### config.mk
export PLATFORM = sky130hd
export DESIGN_NAME = bridge_gate_sequencer_flat
export DESIGN_NICKNAME = d
export VERILOG_FILES = /design/src/rtl/bridge_gate_sequencer_if.sv /design/src/rtl/bridge_gate_sequencer.sv /design/src/flat_wrapper.sv
export SDC_FILE = /design/constraint.sdc
export NUM_CORES = 1
export LEC_CHECK = 0
export CORE_AREA = 2 2 113 115
export CTS_CLUSTER_DIAMETER = 40
export DETAILED_ROUTE_END_ITERATION = 7
export DIE_AREA = 0 0 115 117
export SYNTH_ARGS = -nofsm -noshare
export SYNTH_HDL_FRONTEND = slang
export SYNTH_SLANG_ARGS = --single-unit
export TNS_END_PERCENT = 1
### constraint.sdc
create_clock -name clk -period 2.54 [get_ports clk]
set_input_delay 0.254 -clock clk [delete_from_list [all_inputs] [get_ports clk]]
set_output_delay 0.254 -clock clk [all_outputs]
set_load 0.01 [all_outputs]
### src/rtl/bridge_gate_sequencer_if.sv
// Gate-sequencer bus: interrupter/feedback inputs, bridge gate drives and status.
// HALFCYCLE_COUNT_EN adds the last_burst_halfcycles status field.
interface bridge_gate_sequencer_if;
  logic        enable;
  logic        zcs;
  logic        fault;
  logic        fault_clear;
  logic        gate1;
  logic        gate2;
  logic        gate3;
  logic        gate4;
  logic        busy;
  logic        fault_latched;
  logic        zcs_lost;
`ifdef HALFCYCLE_COUNT_EN
  logic [15:0] last_burst_halfcycles;

  modport master (output enable, zcs, fault, fault_clear,
                  input  gate1, gate2, gate3, gate4, busy, fault_latched, zcs_lost,
                         last_burst_halfcycles);
  modport slave  (input  enable, zcs, fault, fault_clear,
                  output gate1, gate2, gate3, gate4, busy, fault_latched, zcs_lost,
                         last_burst_halfcycles);
`else
  modport master (output enable, zcs, fault, fault_clear,
                  input  gate1, gate2, gate3, gate4, busy, fault_latched, zcs_lost);
  modport slave  (input  enable, zcs, fault, fault_clear,
                  output gate1, gate2, gate3, gate4, busy, fault_latched, zcs_lost);
`endif
endinterface

### src/rtl/bridge_gate_sequencer.sv
// Full-bridge gate sequencer: ZCS-switched bursts with deadtime, timeouts and fault latch.
// Optional half-cycle burst counter enabled by HALFCYCLE_COUNT_EN.
module bridge_gate_sequencer #(
  parameter int unsigned DEADTIME            = 4,
  parameter int unsigned STARTUP_HALF_PERIOD = 50,
  parameter int unsigned ZCS_TIMEOUT         = 200,
  parameter int unsigned MAX_ON_CYCLES       = 2000,
  parameter int unsigned MIN_OFF_CYCLES      = 100
) (
  input  logic                    clk,
  input  logic                    rst,
  bridge_gate_sequencer_if.slave  bus
);

  localparam logic [15:0] DEAD_L    = 16'(DEADTIME);
  localparam logic [15:0] STARTUP_L = 16'(STARTUP_HALF_PERIOD);
  localparam logic [15:0] TIMEOUT_L = 16'(ZCS_TIMEOUT);
  localparam logic [15:0] MAX_ON_L  = 16'(MAX_ON_CYCLES);
  localparam logic [15:0] MIN_OFF_L = 16'(MIN_OFF_CYCLES);

  typedef enum logic [2:0] {
    ST_IDLE  = 3'd0,
    ST_RUN   = 3'd1,
    ST_STOP  = 3'd2,
    ST_COOL  = 3'd3,
    ST_FAULT = 3'd4
  } state_t;

  logic        en_meta_q, en_sync_q, zcs_meta_q, zcs_sync_q, zcs_dly_q;
  state_t      state_q, state_d;
  logic        gate_a_q, gate_a_d, gate_b_q, gate_b_d;
  logic        dead_q, dead_d, pair_b_q, pair_b_d, first_q, first_d;
  logic        armed_q, armed_d, busy_q, busy_d, flt_q, flt_d, lost_q, lost_d;
  logic [15:0] cnt_q, cnt_d, burst_q, burst_d;
  logic        zcs_edge_s, stop_req_s, max_on_s, limit_hit_s, end_s;
  logic [15:0] limit_s;
`ifdef HALFCYCLE_COUNT_EN
  logic [15:0] hc_q, hc_d, last_hc_q, last_hc_d;
  logic [15:0] hc_inc_s;
`endif

  assign zcs_edge_s  = zcs_sync_q ^ zcs_dly_q;
  assign max_on_s    = (burst_q >= MAX_ON_L);
  assign stop_req_s  = !en_sync_q || max_on_s;
  assign limit_s     = first_q ? STARTUP_L : TIMEOUT_L;
  assign limit_hit_s = (cnt_q >= limit_s);
`ifdef HALFCYCLE_COUNT_EN
  assign hc_inc_s    = (hc_q == 16'hFFFF) ? hc_q : hc_q + 16'd1;
`endif

  // Next-state, counters and registered-output values
  always_comb begin
    state_d  = state_q;
    gate_a_d = gate_a_q;
    gate_b_d = gate_b_q;
    dead_d   = dead_q;
    pair_b_d = pair_b_q;
    first_d  = first_q;
    lost_d   = 1'b0;
    end_s    = 1'b0;
    cnt_d    = (cnt_q == 16'hFFFF) ? cnt_q : cnt_q + 16'd1;
    burst_d  = (burst_q == 16'hFFFF) ? burst_q : burst_q + 16'd1;
`ifdef HALFCYCLE_COUNT_EN
    hc_d      = hc_q;
    last_hc_d = last_hc_q;
`endif
    if (!en_sync_q) begin
      armed_d = 1'b1;
    end else if (max_on_s && ((state_q == ST_RUN) || (state_q == ST_STOP))) begin
      armed_d = 1'b0;
    end else begin
      armed_d = armed_q;
    end

    if (bus.fault) begin
      state_d  = ST_FAULT;
      gate_a_d = 1'b0;
      gate_b_d = 1'b0;
      dead_d   = 1'b0;
    end else begin
      case (state_q)
        ST_IDLE: begin
          gate_a_d = 1'b0;
          gate_b_d = 1'b0;
          if (en_sync_q && armed_q) begin
            state_d  = ST_RUN;
            gate_a_d = 1'b1;
            pair_b_d = 1'b0;
            dead_d   = 1'b0;
            first_d  = 1'b1;
            cnt_d    = 16'd1;
            burst_d  = 16'd1;
`ifdef HALFCYCLE_COUNT_EN
            hc_d     = 16'd1;
`endif
          end else begin
            state_d  = ST_IDLE;
          end
        end
        ST_RUN, ST_STOP: begin
          if (dead_q) begin
            // Edges during deadtime are dropped; the window always runs to completion
            if (cnt_q >= DEAD_L) begin
              dead_d   = 1'b0;
              gate_a_d = !pair_b_q;
              gate_b_d = pair_b_q;
              cnt_d    = 16'd1;
`ifdef HALFCYCLE_COUNT_EN
              hc_d     = hc_inc_s;
`endif
            end else begin
              dead_d   = 1'b1;
            end
            if ((state_q == ST_RUN) && stop_req_s) begin
              state_d = ST_STOP;
            end else begin
              state_d = state_q;
            end
          end else if (zcs_edge_s || limit_hit_s) begin
            gate_a_d = 1'b0;
            gate_b_d = 1'b0;
            cnt_d    = 16'd1;
            // Open-loop first half-cycle limit is a normal switch, later limits are a lost ZCS
            end_s    = (state_q == ST_STOP) || stop_req_s || (!zcs_edge_s && !first_q);
            if (end_s) begin
              state_d   = ST_COOL;
              lost_d    = !zcs_edge_s && !first_q;
`ifdef HALFCYCLE_COUNT_EN
              last_hc_d = hc_q;
`endif
            end else begin
              dead_d   = 1'b1;
              pair_b_d = !pair_b_q;
              first_d  = 1'b0;
            end
          end else if ((state_q == ST_RUN) && stop_req_s) begin
            state_d = ST_STOP;
          end else begin
            state_d = state_q;
          end
        end
        ST_COOL: begin
          gate_a_d = 1'b0;
          gate_b_d = 1'b0;
          if (cnt_q >= MIN_OFF_L) begin
            state_d = ST_IDLE;
          end else begin
            state_d = ST_COOL;
          end
        end
        ST_FAULT: begin
          gate_a_d = 1'b0;
          gate_b_d = 1'b0;
          if (bus.fault_clear) begin
            state_d   = ST_COOL;
            cnt_d     = 16'd1;
`ifdef HALFCYCLE_COUNT_EN
            last_hc_d = hc_q;
`endif
          end else begin
            state_d   = ST_FAULT;
          end
        end
        default: begin
          state_d  = ST_IDLE;
          gate_a_d = 1'b0;
          gate_b_d = 1'b0;
          dead_d   = 1'b0;
        end
      endcase
    end

    busy_d = (state_d == ST_RUN) || (state_d == ST_STOP) || (state_d == ST_COOL);
    flt_d  = (state_d == ST_FAULT);
  end

  // Two-flop synchronizers for the asynchronous enable and ZCS inputs
  always_ff @(posedge clk or posedge rst) begin
    if (rst) begin
      en_meta_q  <= 1'b0;
      en_sync_q  <= 1'b0;
      zcs_meta_q <= 1'b0;
      zcs_sync_q <= 1'b0;
      zcs_dly_q  <= 1'b0;
    end else begin
      en_meta_q  <= bus.enable;
      en_sync_q  <= en_meta_q;
      zcs_meta_q <= bus.zcs;
      zcs_sync_q <= zcs_meta_q;
      zcs_dly_q  <= zcs_sync_q;
    end
  end

  // Sequencer state, counters and registered outputs
  always_ff @(posedge clk or posedge rst) begin
    if (rst) begin
      state_q  <= ST_IDLE;
      gate_a_q <= 1'b0;
      gate_b_q <= 1'b0;
      dead_q   <= 1'b0;
      pair_b_q <= 1'b0;
      first_q  <= 1'b0;
      armed_q  <= 1'b0;
      busy_q   <= 1'b0;
      flt_q    <= 1'b0;
      lost_q   <= 1'b0;
      cnt_q    <= 16'd0;
      burst_q  <= 16'd0;
`ifdef HALFCYCLE_COUNT_EN
      hc_q      <= 16'd0;
      last_hc_q <= 16'd0;
`endif
    end else begin
      state_q  <= state_d;
      gate_a_q <= gate_a_d;
      gate_b_q <= gate_b_d;
      dead_q   <= dead_d;
      pair_b_q <= pair_b_d;
      first_q  <= first_d;
      armed_q  <= armed_d;
      busy_q   <= busy_d;
      flt_q    <= flt_d;
      lost_q   <= lost_d;
      cnt_q    <= cnt_d;
      burst_q  <= burst_d;
`ifdef HALFCYCLE_COUNT_EN
      hc_q      <= hc_d;
      last_hc_q <= last_hc_d;
`endif
    end
  end

  assign bus.gate1         = gate_a_q;
  assign bus.gate4         = gate_a_q;
  assign bus.gate2         = gate_b_q;
  assign bus.gate3         = gate_b_q;
  assign bus.busy          = busy_q;
  assign bus.fault_latched = flt_q;
  assign bus.zcs_lost      = lost_q;
`ifdef HALFCYCLE_COUNT_EN
  assign bus.last_burst_halfcycles = last_hc_q;
`endif

endmodule
### src/flat_wrapper.sv
// flat-port wrapper written by rule: the top's interface ports become plain ports
module bridge_gate_sequencer_flat 
#(
  parameter int unsigned DEADTIME            = 4,
  parameter int unsigned STARTUP_HALF_PERIOD = 50,
  parameter int unsigned ZCS_TIMEOUT         = 200,
  parameter int unsigned MAX_ON_CYCLES       = 2000,
  parameter int unsigned MIN_OFF_CYCLES      = 100
)
  (clk, rst, bus_enable, bus_zcs, bus_fault, bus_fault_clear, bus_gate1, bus_gate2, bus_gate3, bus_gate4, bus_busy, bus_fault_latched, bus_zcs_lost);
  bridge_gate_sequencer_if bus_i ();
  input  logic clk;
  input  logic rst;
  input wire logic [$bits(bus_i.enable)-1:0] bus_enable;
  input wire logic [$bits(bus_i.zcs)-1:0] bus_zcs;
  input wire logic [$bits(bus_i.fault)-1:0] bus_fault;
  input wire logic [$bits(bus_i.fault_clear)-1:0] bus_fault_clear;
  output wire logic [$bits(bus_i.gate1)-1:0] bus_gate1;
  output wire logic [$bits(bus_i.gate2)-1:0] bus_gate2;
  output wire logic [$bits(bus_i.gate3)-1:0] bus_gate3;
  output wire logic [$bits(bus_i.gate4)-1:0] bus_gate4;
  output wire logic [$bits(bus_i.busy)-1:0] bus_busy;
  output wire logic [$bits(bus_i.fault_latched)-1:0] bus_fault_latched;
  output wire logic [$bits(bus_i.zcs_lost)-1:0] bus_zcs_lost;
  assign bus_i.enable = bus_enable;
  assign bus_i.zcs = bus_zcs;
  assign bus_i.fault = bus_fault;
  assign bus_i.fault_clear = bus_fault_clear;
  assign bus_gate1 = bus_i.gate1;
  assign bus_gate2 = bus_i.gate2;
  assign bus_gate3 = bus_i.gate3;
  assign bus_gate4 = bus_i.gate4;
  assign bus_busy = bus_i.busy;
  assign bus_fault_latched = bus_i.fault_latched;
  assign bus_zcs_lost = bus_i.zcs_lost;
  bridge_gate_sequencer #(.DEADTIME(DEADTIME), .STARTUP_HALF_PERIOD(STARTUP_HALF_PERIOD), .ZCS_TIMEOUT(ZCS_TIMEOUT), .MAX_ON_CYCLES(MAX_ON_CYCLES), .MIN_OFF_CYCLES(MIN_OFF_CYCLES)) u_core (.clk(clk), .rst(rst), .bus(bus_i));
endmodule
After elaboration in Yosys (flattened, before gate mapping)
Index checks and enable logic that the tools add are counted.
W data, S select, Z words.
Word-level totals
  bits in registers: 49
  ROM bits: 0
  memories: 0
  bits of input ports: 6
  RAM bits: 0
  latch bits: 0
Cells by class
  multiplexer cells: 55
  $add $sub $neg: 2
  divide/modulo/power cells: 0
  magnitude comparators: 4
  shift-type cells: 0
  reductions and logical operators: 22
  bitwise gates (word level): 2
  $mul: 0
  equality and inequality tests: 19
Operators with widths (number)
  $mux W16: 11
  $pmux W16 S3: 1
  $add A16 B1 Y16 const B: 2
  $eq A16 B16 Y1 const B: 2
  $mux W1: 30
  $mux W3: 6
  $ge A16 B11 Y1 const B: 1
  $ge A16 B16 Y1: 1
  $ge A16 B3 Y1 const B: 1
  $ge A16 B7 Y1 const B: 1
  $eq A3 B2 Y1 const B: 4
  $pmux W3 S4: 1
  $mux W8: 1
  $logic_or A1 B1 Y1: 7
  $eq A3 B1 Y1 const B: 2
  $eq A3 B3 Y1 const B: 2
  $ne A2 B1 Y1 const B: 3
  $ne A2 B2 Y1 const B: 3
  $pmux W1 S2: 3
  $reduce_and A6 Y1: 1
  $logic_and A1 B1 Y1: 4
  $logic_not A1 Y1: 4
  $ne A4 B2 Y1 const B: 1
  $ne A4 B4 Y1 const B: 1
  other kinds (9): 11

Depth between registers and ports, before layout
  depth in word-level cells: 12
  depth in mapped cells: 8
  gate-level depth less buffers: 7

Least setup slack after synthesis
Ideal clock, no wire load.
  path kind: register to register
  from: reg u_core.first_q
  to: reg u_core.cnt_q[10]
  data arrival time: 1.937 ns
  setup slack: 0.474 ns
  path buffers: 1
  stages on the path, launching flop included: 9
  clock period less this slack: 2.066 ns
  setup time: 0.128 ns
  cells stage by stage: dfrtp_1 -> inv_1 -> ha_1 -> nand4_1 -> a311o_2 -> and4_4 -> o21ai_2 -> buf_6 -> a21oi_2
On the way
  longest elaborated chain between the ends: 7
RTL lines
  from (decl): RTL line bridge_gate_sequencer.sv:32  | logic dead_q, dead_d, pair_b_q, pair_b_d, first_q, first_d;
  from (signal assigned): RTL line bridge_gate_sequencer.sv:219  | first_q <= first_d;
  $mux W8: RTL line bridge_gate_sequencer.sv:45  | assign limit_s = first_q ? STARTUP_L : TIMEOUT_L;
  $ge A16 B16 Y1: RTL line bridge_gate_sequencer.sv:46  | assign limit_hit_s = (cnt_q >= limit_s);
  $logic_or A1 B1 Y1: RTL line bridge_gate_sequencer.sv:119  | end else if (zcs_edge_s || limit_hit_s) begin
  $mux W16: RTL line bridge_gate_sequencer.sv:119
  $mux W16: RTL line bridge_gate_sequencer.sv:101  | if (dead_q) begin
  $pmux W16 S3: RTL line bridge_gate_sequencer.sv:81  | case (state_q)
  $mux W16: RTL line bridge_gate_sequencer.sv:75  | if (bus.fault) begin
  net u_core.cnt_d[10]: RTL line bridge_gate_sequencer.sv:34  | logic [15:0] cnt_q, cnt_d, burst_q, burst_d;
  to (signal assigned): RTL line bridge_gate_sequencer.sv:224  | cnt_q <= cnt_d;
  to (decl): RTL line bridge_gate_sequencer.sv:34
The timed path passes the listed nets, and every way through them passes these cells.
A chain may end at the register's enable or synchronous reset.

Final worst setup path
  from: reg u_core.first_q
  to: reg u_core.pair_b_q
On the way
  longest elaborated chain between the ends: 5
  elaborated cells between the ends (all ways): 9
  those cells by class: order compare (1); eq/ne (2); mux (1); reduce/logical (5)
RTL lines
  $mux W8 / $logic_not A1 Y1 (equally long branches): RTL line bridge_gate_sequencer.sv:45, bridge_gate_sequencer.sv:124
  $ge A16 B16 Y1 / $logic_and A1 B1 Y1 (equally long branches): RTL line bridge_gate_sequencer.sv:46, bridge_gate_sequencer.sv:124
  $logic_or A1 B1 Y1 (on tied branches): RTL line bridge_gate_sequencer.sv:119, bridge_gate_sequencer.sv:124
  $ne A2 B1 Y1 (no line) / $ne A2 B2 Y1 (equally long branches)
  $reduce_and A6 Y1 (no line) (*)
  to (signal assigned): RTL line bridge_gate_sequencer.sv:218  | pair_b_q <= pair_b_d;
  to (decl): RTL line bridge_gate_sequencer.sv:32
Mark *: on every way between the ends. The rest lies on a longest branch, timed or not.

==> results_dict.tcl <==
set metrics [dict create \
    status "finished, final reports clean" \
    route.detailed.drc 0 \
    syn_nets 331 \
    slew_headroom 0.646 \
    path_max_fanout 8 \
    reg2regPathDepth 7 \
    cts_buffer_depth 2 \
    synthXorXnorAreaFrac 0.0614 \
    clock-sinks 49 \
    p_leak_nw 1.37 \
    fin_skew_ns 0.00328 \
    ys.flop_type "dfrtp_1" \
    grt_pass1_vias 2289 \
    busiest_layer "met2" \
    synthCells 315 \
    hpwl_um 4540 \
    ys_warn_count 0 \
    grt_max_degree 49 \
    grt_pass1_wl_um 11000 \
    clkLatencyLatePin_ns 0.28 \
    drv_cap 0 \
    vias 2370 \
    yosys.area_share.adder 0.0418 \
    fin_crit_ns 2.33 \
    regToRegSetupSlack_ns 0.21 \
    die_w_um 115 \
    cts-root-buf "clkbuf_16" \
    synth_top_family_by_area "simple AND/OR/NAND/NOR gates" \
    synth.yosys.seq_area_share 0.409 \
    grtUsageTotal 0.0996 \
    drt_wl_total_um 6310 \
    place_congestion 0.834 \
    design.die.area_um2 13500 \
    design.core.area_um2 12300 \
    die_h_um 117 \
    antenna_found_initial 0 \
    cp.arrival_ns 2.56 \
    async_reset_ff_frac 1.00 \
    antenna_cells 0 \
    wire_per_inst_um 13.2 \
    hold_violations 0 \
    fin_area_um2 3430 \
    period_share 0.919 \
    row_count 41 \
    cts_resized 0 \
    ios 13 \
    nNetsFinal 343 \
    met1_usage 0.135 \
    cts_hold_buffers 0 \
    criticalPathCategory "reg2reg" \
    drive_gt1_frac 0.149 \
    slew_viol_final 0 \
    initial_core_util 0.243 \
    postPlaceCellArea_um2 3290 \
    clkTransAtPathRegs_ns 0.06 \
    portBuffers 12 \
    rsz0062_at_grt "false" \
    h-tree-depth 2 \
    synth_seq_cells 49 \
    required_ns 2.76 \
    endpoint_kind "flip-flop" \
    ant_nets 0 \
    syn_area_um2 3000 \
    fin_setup_tns_ns 0 \
    hold_path_class "in2async" \
    muxShareOfSynthArea 0.0205 \
    setup_viol 0 \
    synth-simple-area-share 0.256 \
    grt.met3_usage 0.0216 \
    synth-compound-area-share 0.166 \
    power_density_nw_per_um2 790 \
    grt_overflow 0 \
    synth_edf_count 0 \
    post-cts-setup-buffer-count 0 \
    fmaxAchievable_mhz 429 \
    reg2reg_to "u_core.pair_b_q" \
    r2r_start "u_core.first_q" \
    cts_tree "done" \
    vias_per_cell 4.96 \
    whs_ns 0.144 \
    drt_first_pass_iters 4 \
    gr-usage-met2 0.165 \
    irDropWorstVdd_uv 372 \
    synthDistinctLibCells 64 \
    drt_iter0_markers 222 \
    avgSynthCellArea_um2 9.51 \
    cts-buffers-inserted 5 \
    cp-start-kind "flip-flop" \
    tightest_slew_ns 0.529 \
    areaGrowthSynthToFinish_pct 14.6 \
]
-- report_power, final --
| part | leakage (nW) | switching [W] | total, W | internal (W) |
|---|---|---|---|---|
| sequential | 0.637 | 0.000223 | 0.00116 | 0.000940 |
| combinational | 0.672 | 0.000512 | 0.000905 | 0.000394 |
| clock | 0.0631 | 0.000278 | 0.000643 | 0.000365 |
| total | 1.37 | 0.00101 | 0.00271 | 0.00170 |
-- layout make-up --
class | instances | area (um2)
inverters | 9 | 33.8
fillers | 1298 | 8880
well taps | 150 | 188
clock inverters | 2 | 15.0
flip-flops and latches | 49 | 1230
repair buffers | 21 | 200
clock buffers | 6 | 129
multi-input cells | 241 | 1640
-- flip-flops by register name, summed over array words and instances, names as in the netlist --
| register | count |
|---|---|
| u_core.burst_q | 16 |
| u_core.cnt_q | 16 |
| u_core.state_q | 3 |
| u_core.armed_q | 1 |
| u_core.bus.busy | 1 |
| u_core.bus.fault_latched | 1 |
| u_core.bus.gate1 | 1 |
| u_core.bus.gate2 | 1 |
| u_core.bus.zcs_lost | 1 |
| u_core.dead_q | 1 |
| u_core.en_meta_q | 1 |
| u_core.en_sync_q | 1 |
| u_core.first_q | 1 |
| u_core.pair_b_q | 1 |
| u_core.zcs_dly_q | 1 |
| u_core.zcs_meta_q | 1 |
| u_core.zcs_sync_q | 1 |
-- worst max-delay path, stage by stage (launching register included) --
cell and delay, ns:
dfrtp_1 0.48, inv_1 0.12, ha_1 0.31, nand4_1 0.11, a311o_2 0.39, a31oi_1 0.42, mux2_2 0.39, nand2_1 0.05
-- worst max-delay path by stage --
stage / startpoint / endpoint / slack, ns
global route: u_core.first_q / u_core.pair_b_q / 0.02
floorplan: u_core.first_q / u_core.cnt_q[10] / 0.47
detailed placement: u_core.first_q / u_core.pair_b_q / 0.23
finish: u_core.first_q / u_core.pair_b_q / 0.21
CTS: u_core.first_q / u_core.pair_b_q / 0.21
global placement: u_core.first_q / u_core.pair_b_q / 0.32
-- cells in the final DEF, fill, tap and decap left out, drive strengths merged, types with 4 or more instances in the layout --
cell type      netlist  routed
nand2b               7       7
xnor2               15      15
nor3                10      10
nor4                 7       7
inv                  9       9
clkbuf               7       6
nor2                29      29
nand4               10      10
mux2i                5       5
a21oi               30      30
ha                  10      10
and2                 4       4
and4                 6       6
nand3               15      15
xor2                 6       6
and3                 6       6
nand2               23      23
dfrtp               49      49
o21ai               13      13
o211ai               5       5
buf                  8       9
clkdlybuf4s50        0      12
-- synth_stat cells (2+ instances only) --
cell type  count  share of area
a31oi_1        3         0.0063
nand4_1       10          0.021
and4_2         2         0.0067
a221oi_1       3         0.0088
and2_1         4         0.0084
nor2_1        29          0.036
nand2b_1       7          0.015
inv_1          9          0.011
o22ai_1        2         0.0042
clkbuf_1       5         0.0063
o211ai_1       5          0.013
a21oi_1       20          0.033
nand3_1       15          0.025
clkbuf_2       2         0.0033
buf_4          4          0.010
nor4_2         2         0.0084
and4_1         3         0.0088
mux2i_1        5          0.017
ha_1          10          0.042
o21ai_0       12          0.020
and3_1         5          0.010
nand2_1       22          0.028
a21o_2         2         0.0058
xor2_1         6          0.018
a211oi_1       2         0.0050
or4_4          2         0.0075
nor4_1         4         0.0084
xnor2_1       15          0.044
nand3b_1       2         0.0050
or2_2          2         0.0042
a21oi_2       10          0.029
dfrtp_1       49           0.41
o31ai_1        2         0.0050
buf_6          2         0.0075
nor3_1         9          0.015
-- cell families after synthesis --
kind of cell               Yosys count
xor gates and xnor gates            21
adders and majority gates           10
and+or+nand+nor                    132
muxes                                6
buffers and inverters               25
DFF                                 49
AOI/OAI and AO/OA                   72
-- metrics by stage --
stage                     setup slack [ns]  power [W]  std cells  utilization
after global routing                0.0196    0.00294        478        0.279
final                                0.207    0.00271        478        0.279
after floorplan                      0.474    0.00183        315            -
after detailed placement             0.235    0.00208        470        0.267
after global placement               0.317    0.00205        470        0.267
after CTS                            0.215    0.00273        478        0.279
-- layer usage --
metal / routed length, um / part of all wire
met5: 0 / 0
met4: 25 / 0.0040
met3: 238 / 0.038
met2: 3000 / 0.48
met1: 3050 / 0.48
No activity file was read; power rests on OpenSTA's default activity.
